<file path="src/rtl/periph_bus_timer.sv">
`default_nettype none
// ============================================================================
// Module   : periph_bus_timer
// Purpose  : Memory-mapped peripheral at 0x40000000 on the CPU data bus.
//            Contains a reload timer with IRQ, an LED register, a 7-segment
//            display register and a free-running systick counter.
// Revision : 1.0
// ============================================================================
module periph_bus_timer #(
    parameter logic [31:0] TH_RESET = 32'hFFFF_F000,
    parameter logic [31:0] TL_RESET = 32'hFFFF_F000
) (
    input  logic        clk,
    input  logic        reset,
    input  logic        MemRead,
    input  logic        MemWrite,
    input  logic [31:0] Address,
    input  logic [31:0] WriteData,
    output logic [31:0] ReadData,
    output logic        IRQ,
    output logic [11:0] digi,
    output logic [7:0]  led
);

    localparam logic [26:0] BASE_HI     = 27'h200_0000;
    localparam logic [2:0]  OFF_TH      = 3'd0;
    localparam logic [2:0]  OFF_TL      = 3'd1;
    localparam logic [2:0]  OFF_TCON    = 3'd2;
    localparam logic [2:0]  OFF_LED     = 3'd3;
    localparam logic [2:0]  OFF_DIGI    = 3'd4;
    localparam logic [2:0]  OFF_SYSTICK = 3'd5;
    localparam logic [11:0] DIGI_OFF    = 12'hFFF;

    logic [31:0] th_q, th_d;
    logic [31:0] tl_q, tl_d;
    logic [2:0]  tcon_q, tcon_d;
    logic [7:0]  led_q, led_d;
    logic [11:0] digi_q, digi_d;
    logic [31:0] systick_q, systick_d;

    logic        w_sel;
    logic        w_wr;
    logic        w_rd;
    logic [2:0]  w_off;
    logic [1:0]  w_unused_addr;

    assign w_sel         = (Address[31:5] == BASE_HI);
    assign w_wr          = MemWrite & w_sel;
    assign w_rd          = MemRead & w_sel;
    assign w_off         = Address[4:2];
    assign w_unused_addr = Address[1:0];

    // Timer update first; a bus write to the same register overrides it.
    always_comb begin
        th_d      = th_q;
        tl_d      = tl_q;
        tcon_d    = tcon_q;
        led_d     = led_q;
        digi_d    = digi_q;
        systick_d = systick_q + 32'd1;

        if (tcon_q[0]) begin
            if (tl_q == 32'hFFFF_FFFF) begin
                tl_d = th_q;
                if (tcon_q[1]) begin
                    tcon_d[2] = 1'b1;
                end
            end else begin
                tl_d = tl_q + 32'd1;
            end
        end

        if (w_wr) begin
            case (w_off)
                OFF_TH:   th_d   = WriteData;
                OFF_TL:   tl_d   = WriteData;
                OFF_TCON: tcon_d = WriteData[2:0];
                OFF_LED:  led_d  = WriteData[7:0];
                OFF_DIGI: digi_d = WriteData[11:0];
                default:  ;
            endcase
        end
    end

    always_ff @(posedge clk or negedge reset) begin
        if (!reset) begin
            th_q      <= TH_RESET;
            tl_q      <= TL_RESET;
            tcon_q    <= 3'b000;
            led_q     <= 8'h00;
            digi_q    <= DIGI_OFF;
            systick_q <= 32'd0;
        end else begin
            th_q      <= th_d;
            tl_q      <= tl_d;
            tcon_q    <= tcon_d;
            led_q     <= led_d;
            digi_q    <= digi_d;
            systick_q <= systick_d;
        end
    end

    always_comb begin
        ReadData = 32'd0;
        if (w_rd) begin
            case (w_off)
                OFF_TH:      ReadData = th_q;
                OFF_TL:      ReadData = tl_q;
                OFF_TCON:    ReadData = {29'd0, tcon_q};
                OFF_LED:     ReadData = {24'd0, led_q};
                OFF_DIGI:    ReadData = {20'd0, digi_q};
                OFF_SYSTICK: ReadData = systick_q;
                default:     ReadData = 32'd0;
            endcase
        end
    end

    assign IRQ  = tcon_q[2];
    assign digi = digi_q;
    assign led  = led_q;

endmodule
`default_nettype wire

</file>
<file path="config.mk">
export PLATFORM = sky130hd
export DESIGN_NAME = periph_bus_timer
export DESIGN_NICKNAME = d
export VERILOG_FILES = /design/src/rtl/periph_bus_timer.sv
export SDC_FILE = /design/constraint.sdc
export NUM_CORES = 1
export LEC_CHECK = 0
export BUFFER_PORTS_ARGS = -buffer_cell sky130_fd_sc_hd__buf_2
export CORE_MARGIN = 2
export CORE_UTILIZATION = 57
export DETAILED_ROUTE_END_ITERATION = 8
export PLACE_DENSITY = 0.91
export SYNTH_ARGS = -nofsm -noshare
export SYNTH_HDL_FRONTEND = slang
export SYNTH_SLANG_ARGS = --single-unit
</file>
<file path="constraint.sdc">
create_clock -name clk -period 2.91 [get_ports clk]
set_input_delay 0.582 -clock clk [delete_from_list [all_inputs] [get_ports clk]]
set_output_delay 0.582 -clock clk [all_outputs]
set_load 0.005 [all_outputs]
</file>
==> summary.txt <==
Worst-Margin Slew: 0.774 ns
die footprint: 13200 µm²
Syn Inst Count: 694
clk_lat worst skew: 0.42 ns
All-Layer GR Usage: 0.301
hold buffer count at CTS: 0
vias in the first global route: 6209
global-route wire length before repair: 30.9 mm
Met2 Wirelength: 9.41 mm
buffers added on ports: 118
DRT iter0 DRCs: 664
initial antenna violation count: 0
CP Cell Sequence: buf_2 > or3_1 > nor3_4 > nand2_1 > or2_4 > clkbuf_16 > nor2b_1 > buf_2
maximum fanout along the worst path: 12
Yosys reg bits: 119
Worst EP required: 2.33 ns
max_cap viols: 0
Sequential Power Share: 0.417
Unique masters post-synth: 53
Synthesized Nets: 764
I/O pin cnt: 121
largest net degree at the start of global routing: 57
DRT met1 WL: 7.78 mm
Inserted Clock Buffers: 17
DPL Wire Length: 13.3 mm
sequential area share after synthesis: 0.433
sw power: 0.846 mW
clock network power share: 0.537
Synth Flop Type: dfrtp_1
Async SR Flop Fraction: 1.00
crit path capture type: primary output
CTS tree: built
yosys synthesis warning count: 0
Comb pwr share: 0.046
Tmin final: 2.82 ns
initial core utilization: 0.585
total power: 3.98 mW
DP Area: 7900 µm²
RePlAce Congestion: 0.909
Final Max Slew Viols: 0
Nets: 889
Max Freq: 355 MHz
Startpoint Class: input pin
Net Sw Frac: 0.212
grt ovf: 0
metal3 WL: 1.60 mm
# setup viols final: 0
status: complete, no violations
Residual DRC: 0
via count: 6245
VDD IR max: 446 µV
Netlist Area Pre-Place: 7020 µm²
Slowest cell on crit path: or3_1
Worst-path clk slew: 0.05 ns
Layout Utilization: 0.715
family with the most delay on the worst path: simple AND/OR/NAND/NOR gates
number of flops mapped to enable cells by yosys: 0
clock tree buffer depth: 2
top layer in use: met4
# diodes: 0
Detail Route Antenna Nets: 0
CTS H-tree depth: 4
most frequent CP cell: buf_2
vias per cell: 6.38
WL/cell: 19.7 µm
DIE HEIGHT: 115 µm
row count: 40
headroom to the max-slew limit: 0.479
Pwr Density: 464 nW/µm²
CORE AREA: 12000 µm²
root buffer cell: clkbuf_16
Mean Syn Cell Area: 10.1 µm²
CP max stage delay: 0.51 ns
TritonCTS Sinks: 119
TNS Setup: 0 ns
Hold WC Path Type: input pin to async pin
RSZ-0062 raised after global routing: false
Die W: 115 µm
Tcrit/Tclk final: 0.969
Pre-antenna DRT Iters: 5
FILL cells: 853
Leak: 4.04 nW
Final Hold Vio Count: 0
Design Area, Final: 8580 µm²
Critical Path AT: 2.24 ns
routed wire length: 19.3 mm
clk_skew: 0.00521 ns
layout overhead on the synthesized area: 22.2%
worst setup path class: input pin to primary output
WP buf/inv: 3
share of cells above drive strength 1: 0.376
internal power: 3.14 mW
## layout by cell type (no fill, tap or decap), types with 6 or more instances in the layout
cell type	count
a21oi_1	43
nor4_1	7
buf_4	30
a31oi_1	9
buf_2	117
nand3_1	34
mux4_2	9
a211oi_1	6
nor2b_1	7
nand3b_1	6
mux2_4	30
nor3b_1	10
dfstp_2	52
and2_1	9
dfrtp_1	67
xnor2_1	21
clkbuf_16	18
o31ai_1	7
xor2_1	19
mux2_2	25
nand2_1	52
o21ai_0	26
mux2i_1	32
nor2_1	64
nand4_1	16
and3_1	21
nor4_2	6
and4_1	10
a22oi_1	7
## layout make-up
cell class / instances / area [µm²] / area share
Sequential cell: 119 / 3040 / 0.355
Clock buffer: 23 / 478 / 0.0557
Multi-Input combinational cell: 523 / 3810 / 0.444
Tap cell: 147 / 184 / 0.0214
Clock inverter: 9 / 123 / 0.0143
Timing Repair Buffer: 153 / 927 / 0.108
Inverter: 5 / 18.8 / 0.00219
## final timing paths
| path | startpoint | to | slack [ns] | cells past startpoint |
|---|---|---|---|---|
| worst min-delay path | reset | systick_q[30] | 0.09 | 1 |
| max in group asynchronous | reset | digi[0] | 2.00 | 2 |
| worst max-delay path | Address[25] | ReadData[10] | 0.09 | 8 |
| worst max register to register | tl_q[1] | tl_q[23] | 0.54 | 8 |
| worst min register to register | systick_q[31] | systick_q[31] | 0.48 | 1 |
| min in group clk | WriteData[25] | tl_q[25] | 0.39 | 3 |
## power groups by stage
stage	Sequential [mW]	Clock, mW	Combinational (mW)
finish	1.66	2.14	0.185
global route	1.66	2.22	0.202
CTS	1.66	2.15	0.181
detailed placement	1.69	0	0.180
global placement	1.69	0	0.176
floorplan	1.69	0	0.0655
## cell usage after synthesis (all sizes together) (21+ instances only)
library cell	count	area, µm²
a21oi	43	215
and3	21	131
clkbuf	32	120
dfrtp	67	1680
dfstp	52	1370
mux2	55	732
mux2i	32	320
nand2	52	195
nand3	34	170
nor2	67	251
o21ai	26	130
xnor2	21	184
## flip-flops by register name, summed over array words and instances, names as in the netlist
| register | cells |
|---|---|
| th_q | 32 |
| tcon_q | 3 |
| systick_q | 32 |
| tl_q | 32 |
| led | 8 |
| digi | 12 |
## kinds of logic after synthesis
| logic type | count (synthesis) | synth area share |
|---|---|---|
| simple gates | 264 | 0.197 |
| fa+ha+maj | 2 | 0.00356 |
| xor+xnor | 40 | 0.0499 |
| flops | 119 | 0.433 |
| compound gates | 121 | 0.106 |
| buf+inv | 52 | 0.0321 |
| mux | 96 | 0.179 |
## per-stage QoR
step / hold WS [ns] / std cells / setup WS [ns]
floorplan: 0.286 / 694 / 0.113
global placement: 0.462 / 944 / 0.0105
detailed placement: 0.467 / 944 / -0.0489
CTS: 0.0868 / 976 / 0.00151
global route: 0.107 / 979 / 0.00784
finish: 0.0869 / 979 / 0.0903
## worst reg2reg max path, cell delays in order, from the launching register on
cell,delay (ns)
dfrtp_1,0.43
ha_1,0.23
and3_1,0.36
and3_1,0.26
nand4_1,0.25
buf_4,0.27
o31ai_1,0.07
a211oi_1,0.11
a211oi_1,0.29
## metal layers
layer	up-vias	track usage
li1	2793	-
met1	3032	0.382
met2	369	0.503
met3	51	0.0764
met4	0	0.108
met5	-	0
## timing repair
action / CTS / global route
setup endpoints to repair: 0 / 24
resized for setup: 0 / 10
buffers inserted: 0 / 2
endpoints found under the hold margin: 0 / 0
Note: power is estimated with default switching activity, not from simulation.
